**config.mk**
```make
export PLATFORM = sky130hd
export DESIGN_NAME = hamdec_arbiter
export DESIGN_NICKNAME = d
export VERILOG_FILES = /design/src/rtl/hamdec_arbiter.sv
export SDC_FILE = /design/constraint.sdc
export NUM_CORES = 1
export LEC_CHECK = 0
export CAP_MARGIN = 5
export CORE_UTILIZATION = 35
export CTS_CLUSTER_SIZE = 40
export DETAILED_ROUTE_END_ITERATION = 6
export HOLD_SLACK_MARGIN = 0.02
export PLACE_DENSITY = 0.86
export SLEW_MARGIN = 40
export SYNTH_ARGS = -nofsm -noshare
export SYNTH_HDL_FRONTEND = slang
export SYNTH_SLANG_ARGS = --single-unit
```
**constraint.sdc**
```tcl
create_clock -name clk -period 3.24 [get_ports clk]
set_clock_uncertainty 0.15 [all_clocks]
set_input_delay 0.324 -clock clk [delete_from_list [all_inputs] [get_ports clk]]
set_output_delay 0.324 -clock clk [all_outputs]
set_load 0.03 [all_outputs]
```
**src/rtl/hamdec_arbiter.sv**
```systemverilog
// hamdec_arbiter
//
// Round-robin scheduler sharing one Hamming(7,4) single-error-correcting
// decode stage among four requester channels. One channel is granted per
// cycle; its codeword is decoded and captured in a registered output port
// tagged with the source channel.
//
// Build option:
//   HAMDEC_ERRCNT_EN  when defined, builds four CNT_W-bit saturating
//                     per-channel corrected-error counters, the cnt_clr clear
//                     and the cnt_sel readout mux. When undefined, no counter
//                     registers exist, cnt_val is tied to 0 and cnt_sel /
//                     cnt_clr are ignored.
//
// Ports:
//   clk        rising-edge clock
//   rst        synchronous active-high reset
//   req_valid  per-channel request valid (bit i = channel i)
//   req_code   four 7-bit codewords, channel i at [7i+6:7i], bit 0 = y[0]
//   req_ready  per-channel accept, combinational, at most one bit high
//   out_valid  output register holds a result
//   out_ready  downstream accepts the result
//   out_code   corrected codeword c[6:0]
//   out_data   corrected data bits c[6:3]
//   out_chan   channel that supplied the word
//   out_err    a single-bit correction was applied
//   out_syn    raw syndrome {s2,s1,s0}
//   cnt_sel    selects which channel counter cnt_val shows
//   cnt_val    error count of the selected channel, combinational
//   cnt_clr    synchronously clears all counters

module hamdec_arbiter #(
  parameter int CNT_W = 8
) (
  input  logic             clk,
  input  logic             rst,
  input  logic [3:0]       req_valid,
  input  logic [27:0]      req_code,
  output logic [3:0]       req_ready,
  output logic             out_valid,
  input  logic             out_ready,
  output logic [6:0]       out_code,
  output logic [3:0]       out_data,
  output logic [1:0]       out_chan,
  output logic             out_err,
  output logic [2:0]       out_syn,
  input  logic [1:0]       cnt_sel,
  output logic [CNT_W-1:0] cnt_val,
  input  logic             cnt_clr
);

  logic [1:0] rr_ptr;
  logic [1:0] sel_chan;
  logic [1:0] idx;
  logic       found;
  logic [3:0] grant;
  logic       stall;
  logic       accept;
  logic [6:0] sel_code;
  logic [2:0] syn;
  logic [6:0] flip;
  logic [6:0] corr;

  // Rotating-priority search starting at rr_ptr; the first valid channel wins.
  always_comb begin
    found    = 1'b0;
    sel_chan = rr_ptr;
    idx      = '0;
    for (int k = 0; k < 4; k++) begin
      idx = rr_ptr + k[1:0];
      if (!found && req_valid[idx]) begin
        found    = 1'b1;
        sel_chan = idx;
      end
    end
    grant = found ? (4'b0001 << sel_chan) : 4'b0000;
  end

  // A grant only becomes a ready when the output slot can take a word, so
  // accept already implies req_valid & req_ready on the selected channel.
  assign stall     = out_valid & ~out_ready;
  assign accept    = found & ~stall & ~rst;
  assign req_ready = accept ? grant : 4'b0000;

  always_comb begin
    sel_code = req_code[6:0];
    case (sel_chan)
      2'd0: sel_code = req_code[6:0];
      2'd1: sel_code = req_code[13:7];
      2'd2: sel_code = req_code[20:14];
      2'd3: sel_code = req_code[27:21];
      default: sel_code = req_code[6:0];
    endcase
  end

  // Syndrome is the XOR of parity-check columns of the set bits; it names
  // the column of the single bit to flip.
  assign syn[0] = sel_code[0] ^ sel_code[3] ^ sel_code[5] ^ sel_code[6];
  assign syn[1] = sel_code[1] ^ sel_code[3] ^ sel_code[4] ^ sel_code[5];
  assign syn[2] = sel_code[2] ^ sel_code[4] ^ sel_code[5] ^ sel_code[6];

  always_comb begin
    flip = 7'b0000000;
    case (syn)
      3'b001: flip = 7'b0000001;
      3'b010: flip = 7'b0000010;
      3'b100: flip = 7'b0000100;
      3'b011: flip = 7'b0001000;
      3'b110: flip = 7'b0010000;
      3'b111: flip = 7'b0100000;
      3'b101: flip = 7'b1000000;
      default: flip = 7'b0000000;
    endcase
  end

  assign corr = sel_code ^ flip;

  // Output slot: a new accept always overwrites (covers drain+accept in one
  // cycle); a drain alone only drops out_valid so the fields hold.
  always_ff @(posedge clk) begin
    if (rst) begin
      out_valid <= 1'b0;
      out_code  <= '0;
      out_chan  <= '0;
      out_err   <= 1'b0;
      out_syn   <= '0;
      rr_ptr    <= '0;
    end else if (accept) begin
      out_valid <= 1'b1;
      out_code  <= corr;
      out_chan  <= sel_chan;
      out_err   <= |syn;
      out_syn   <= syn;
      rr_ptr    <= sel_chan + 2'd1;
    end else if (out_ready) begin
      out_valid <= 1'b0;
    end
  end

  assign out_data = out_code[6:3];

`ifdef HAMDEC_ERRCNT_EN
  logic [CNT_W-1:0] cnt [4];

  // Saturating per-channel counters; a clear beats a same-cycle increment.
  always_ff @(posedge clk) begin
    if (rst || cnt_clr) begin
      for (int i = 0; i < 4; i++) begin
        cnt[i] <= '0;
      end
    end else if (accept && (syn != 3'b000) && (cnt[sel_chan] != '1)) begin
      cnt[sel_chan] <= cnt[sel_chan] + CNT_W'(1);
    end
  end

  assign cnt_val = cnt[cnt_sel];
`else
  logic unused_cnt_ports;

  assign unused_cnt_ports = ^{cnt_sel, cnt_clr};
  assign cnt_val          = '0;
`endif

endmodule
```
==> results of run 1 <==
## cells in the mapped netlist, types with 5 or more instances
cell	count	area, sq um
sky130_fd_sc_hd__o31ai_1	6	45.0
sky130_fd_sc_hd__a31oi_1	7	43.8
sky130_fd_sc_hd__buf_4	12	90.1
sky130_fd_sc_hd__a222oi_1	7	70.1
sky130_fd_sc_hd__xnor2_1	8	70.1
sky130_fd_sc_hd__ha_1	5	62.6
sky130_fd_sc_hd__dfxtp_1	16	320
sky130_fd_sc_hd__nor2_1	8	30.0
sky130_fd_sc_hd__mux2i_1	5	50.1
sky130_fd_sc_hd__o21ai_0	5	25.0
sky130_fd_sc_hd__or4_1	6	45.0
sky130_fd_sc_hd__a21oi_1	11	55.1
sky130_fd_sc_hd__inv_1	13	48.8
## stage by stage
step           total power [W]  hold slack [ps]
6_report               0.00149              322
5_1_grt                0.00157              347
4_1_cts                0.00136              325
2_1_floorplan         0.000811              246
3_5_place_dp           0.00115              311
3_3_place_gp           0.00113              310
## cell families (layout without fill, tap and decap cells)
logic type,Yosys count,count (layout)
compound gates,46,46
xor+xnor,12,12
fa+ha+maj,5,5
buf+inv,31,100
flops,16,16
mux,7,7
other cells,1,8
simple gates,27,27
## worst max-delay path by stage
stage / startpoint / end / slack [ps] / depth (start not counted)
after floorplan: rr_ptr[1] / out_code[1] / 20 / 11
after global placement: req_valid[0] / out_code[5] / -430 / 12
after detailed placement: req_valid[0] / out_code[3] / -520 / 13
after CTS: req_valid[0] / out_code[0] / 30 / 14
after global routing: rr_ptr[1] / out_code[2] / -200 / 13
final: rr_ptr[1] / out_code[2] / 40 / 13
## flip-flops by register name, summed over array words and instances, names as in the netlist
signal,count
out_chan,2
out_valid,1
out_err,1
out_syn,3
rr_ptr,2
out_code,7
## timing repair
item                                    in CTS  in global routing
gates resized for setup                     24                 12
cloned                                       0                  0
pin swaps                                    5                 15
setup buffers                                2                  4
hold endpoints to repair                     0                  0
endpoints found under the setup margin       9                  7
## metal layers
layer / global-route usage, % / routed length [um] / up-vias
met4: 4.76 / 39 / 0
li1: - / - / 670
met3: 1.26 / 134 / 4
met5: 0 / 0 / -
met1: 23.0 / 1460 / 615
met2: 34.5 / 1870 / 51
## cell type report
| cell class | instances | area (sq um) |
|---|---|---|
| Clock buffer | 3 | 22.5 |
| Fill cell | 275 | 1170 |
| Multi-Input combinational cell | 105 | 945 |
| Inverter | 13 | 48.8 |
| Tap cell | 46 | 57.6 |
| Timing Repair Buffer | 84 | 792 |
| Sequential cell | 16 | 324 |
## power breakdown
part | total, W | switching [W] | internal [W]
registers | 0.000274 | 0.0000293 | 0.000245
logic | 0.00111 | 0.000553 | 0.000556
clock network | 0.000104 | 0.0000605 | 0.0000432
## worst max-delay path, cell delays in order (launching register included)
cell and delay, ps:
sky130_fd_sc_hd__dfxtp_4 370, sky130_fd_sc_hd__a21oi_2 140, sky130_fd_sc_hd__nor2_1 50, sky130_fd_sc_hd__nor2_1 130
sky130_fd_sc_hd__o22ai_2 110, sky130_fd_sc_hd__buf_6 140, sky130_fd_sc_hd__ha_4 180, sky130_fd_sc_hd__a222oi_1 440
sky130_fd_sc_hd__mux2i_4 180, sky130_fd_sc_hd__xnor2_4 170, sky130_fd_sc_hd__buf_12 160, sky130_fd_sc_hd__xor2_2 190
sky130_fd_sc_hd__or4_1 560, sky130_fd_sc_hd__a31oi_1 160
==> results.md, run 1 <==
- The number of hold violations in the final report is 0.
- After detailed routing, the total wire length is 3510 um.
- The data required time at the worst endpoint is 3300 ps.
- The launch point of the worst reg-to-reg path is rr_ptr[1].
- The transition at the pin with the smallest max-transition slack is 543 ps.
- The post-detailed-route wirelength per cell is 13.1 um.
- The maximum buffer depth of the clock tree is 2.
- The post-synth design cell area is approximately 0.0012 sq mm.
- The synthesized netlist contains 33 unique library cells.
- The multiplexer share of the synthesized area is 6.29%.
- Before CTS, the worst setup slack after placement is -525 ps.
- Of the available clock period, the critical path in the final layout requires 98.8%.
- For this configuration, the core starts out at a cell density of 36.6%.
- The core utilization of the finished layout is 65.1%.
- The number of cells traversed by the worst hold path is 2.
- For hold timing, the worst endpoint is out_syn[2].
- CTS built an H-tree with a depth of 1.
- The CTS tree is yes.
- The top cell types in the final layout, fill and taps aside, are 51 x sky130_fd_sc_hd__clkdlybuf4s50_1, 26 x sky130_fd_sc_hd__buf_4, 15 x sky130_fd_sc_hd__dfxtp_1.
- The floorplan step defined a core boundary enclosing 0.00336 sq mm.
- The simple-gate area share of the yosys netlist is 12.3%.
- The width of the chip is between 60 and 70 um.
- Setup repair after global routing could not meet its margin everywhere.
- In this run the static leakage power is 0.896 nW.
- The number of antenna violations at the first check in global routing is 0.
- Data arrives at the worst endpoint at between 3000 and 4000 ps.
- The setup check on the worst reg-to-reg path leaves a slack of 40 ps.
- Excluding fillers, the count of instances in the completed layout stands at between 200 and 300.
- After technology mapping, the gate count stands at between 100 and 150.
- The post-route cell area is 0.00219 sq mm.
- The library cell used most frequently in the layout, excluding fill and tap cells, is sky130_fd_sc_hd__clkdlybuf4s50_1.
- Buffers placed on the I/O ports in this run total 56.
- Entering global routing, the biggest net connects 22 pins.
- The power per unit of standard cell area is 679 mW/mm^2.
- The count of cells along the worst register-to-register path is 13.
- The final route contains 1,340 vias.
- The post-route setup TNS is 0 ps.
- Setup violations remaining at the end of the flow were counted as 0.
- For this run, the post-layout net count is 266.
- The number of violations of the max-capacitance limit is 0.
- The floorplan has 21 rows.
- Synthesis inferred 16 register bits.
- The tree built by TritonCTS fans out to 16 sinks.
- Derived from the worst setup path, the maximum achievable clock frequency is 0.312 GHz.
- The clock-pin slew reported for the worst setup and hold paths after clock tree synthesis is 90 ps.
- The flow ran to the end, and the final reports show no timing, DRC or antenna violations.
- The maximum fanout along the worst path is 8.
- Dividing the detail-routed via count by the number of cells gives between 5 and 6.
- The post-layout worst setup margin is 39.4 ps.
- The number of top-level pins is between 60 and 70.
- The congestion estimate from routability-driven global placement came to around 0.80.
- The area fraction in compound gates after synthesis is ~25%.
- The share of synthesized registers carrying an async set or reset is 0%.
- The routed design could run at a clock period as short as 3200 ps.
- The launching element type of the critical path is a flop.
- The insertion delay of the later-clocked pin in the worst-skew pair is 280 ps.
- The via count of the first global-routing pass is 1,234.
- The dominant combinational cell family by area after synthesis is compound AO/OA/AOI/OAI gates.
- Compared with the post-synthesis result, the final layout area differs by 77.7%.
- The DRC marker count from the first detailed-route iteration is 31.
- The yosys synthesis warning count is 0.
- The pre-antenna-repair detailed-routing pass consisted of 4 iterations.
- In the final layout, the share of cells above drive strength 1 is 27.1%.
- After detailed routing, the number of remaining DRC violations is 0.
- The number of synthesized flops with an enable pin is 0.
- The die outline area is 0.00376 sq mm.
- The chip height is 61.3 um.
- In the synthesized netlist the dominant register cell turns out to be sky130_fd_sc_hd__dfxtp_1.
- The portion of the post-synthesis area used by sequential elements is 26.0%.
- The worst-case IR drop observed on VDD is 0.000319 V.
- The final count of pins violating max slew was 0.
- Global routing finished with a remaining overflow of 0.
- The critical path is of the flop to flop type.
- Across every metal layer, demand over resource in global routing totals 18.5%.
- The endpoint of the most critical register-to-register path is out_code[2].
- In this run the mean area of a mapped cell was between 8 and 9 sq um.
- Once placement finished, the instance area stood at 0.00193 sq mm.
- The synthesized netlist devotes about a tenth of its cell area to XOR and XNOR gates.
- The worst setup path is captured at a flop.
- The number of antenna diodes in the final layout is 0.
- The HPWL after detailed placement is 2560 um.
- The adder and majority gate portion of the synthesized area is approximately 5.1%.
- The total of hold buffers inserted after clock tree synthesis is 0.
- The worst hold path begins at out_syn[2].
- The class of the tightest hold or removal check is flop to flop.
- The count of nets left with antenna violations once routing finished came out at 0.
- The relative slew slack is 63.5%.
- Buffers inserted during clock tree synthesis total 3.
- The number of cells after detailed placement is 258.
- The tree is rooted in a sky130_fd_sc_hd__clkbuf_4.
- The first global-routing pass estimated ~5300 um of wire.
No activity file was read; power rests on OpenSTA's default activity.
==> run 2: changes to the inputs <==
- CAP_MARGIN: 5 -> default
==> results of run 2 <==
No change in the layout: final DEF, timing and power equal those of run 1.
==> run 3: changes to the inputs <==
- GPL_ROUTABILITY_DRIVEN: default -> 0
==> results of run 3 <==
No change in the layout: final DEF, timing and power equal those of run 1.
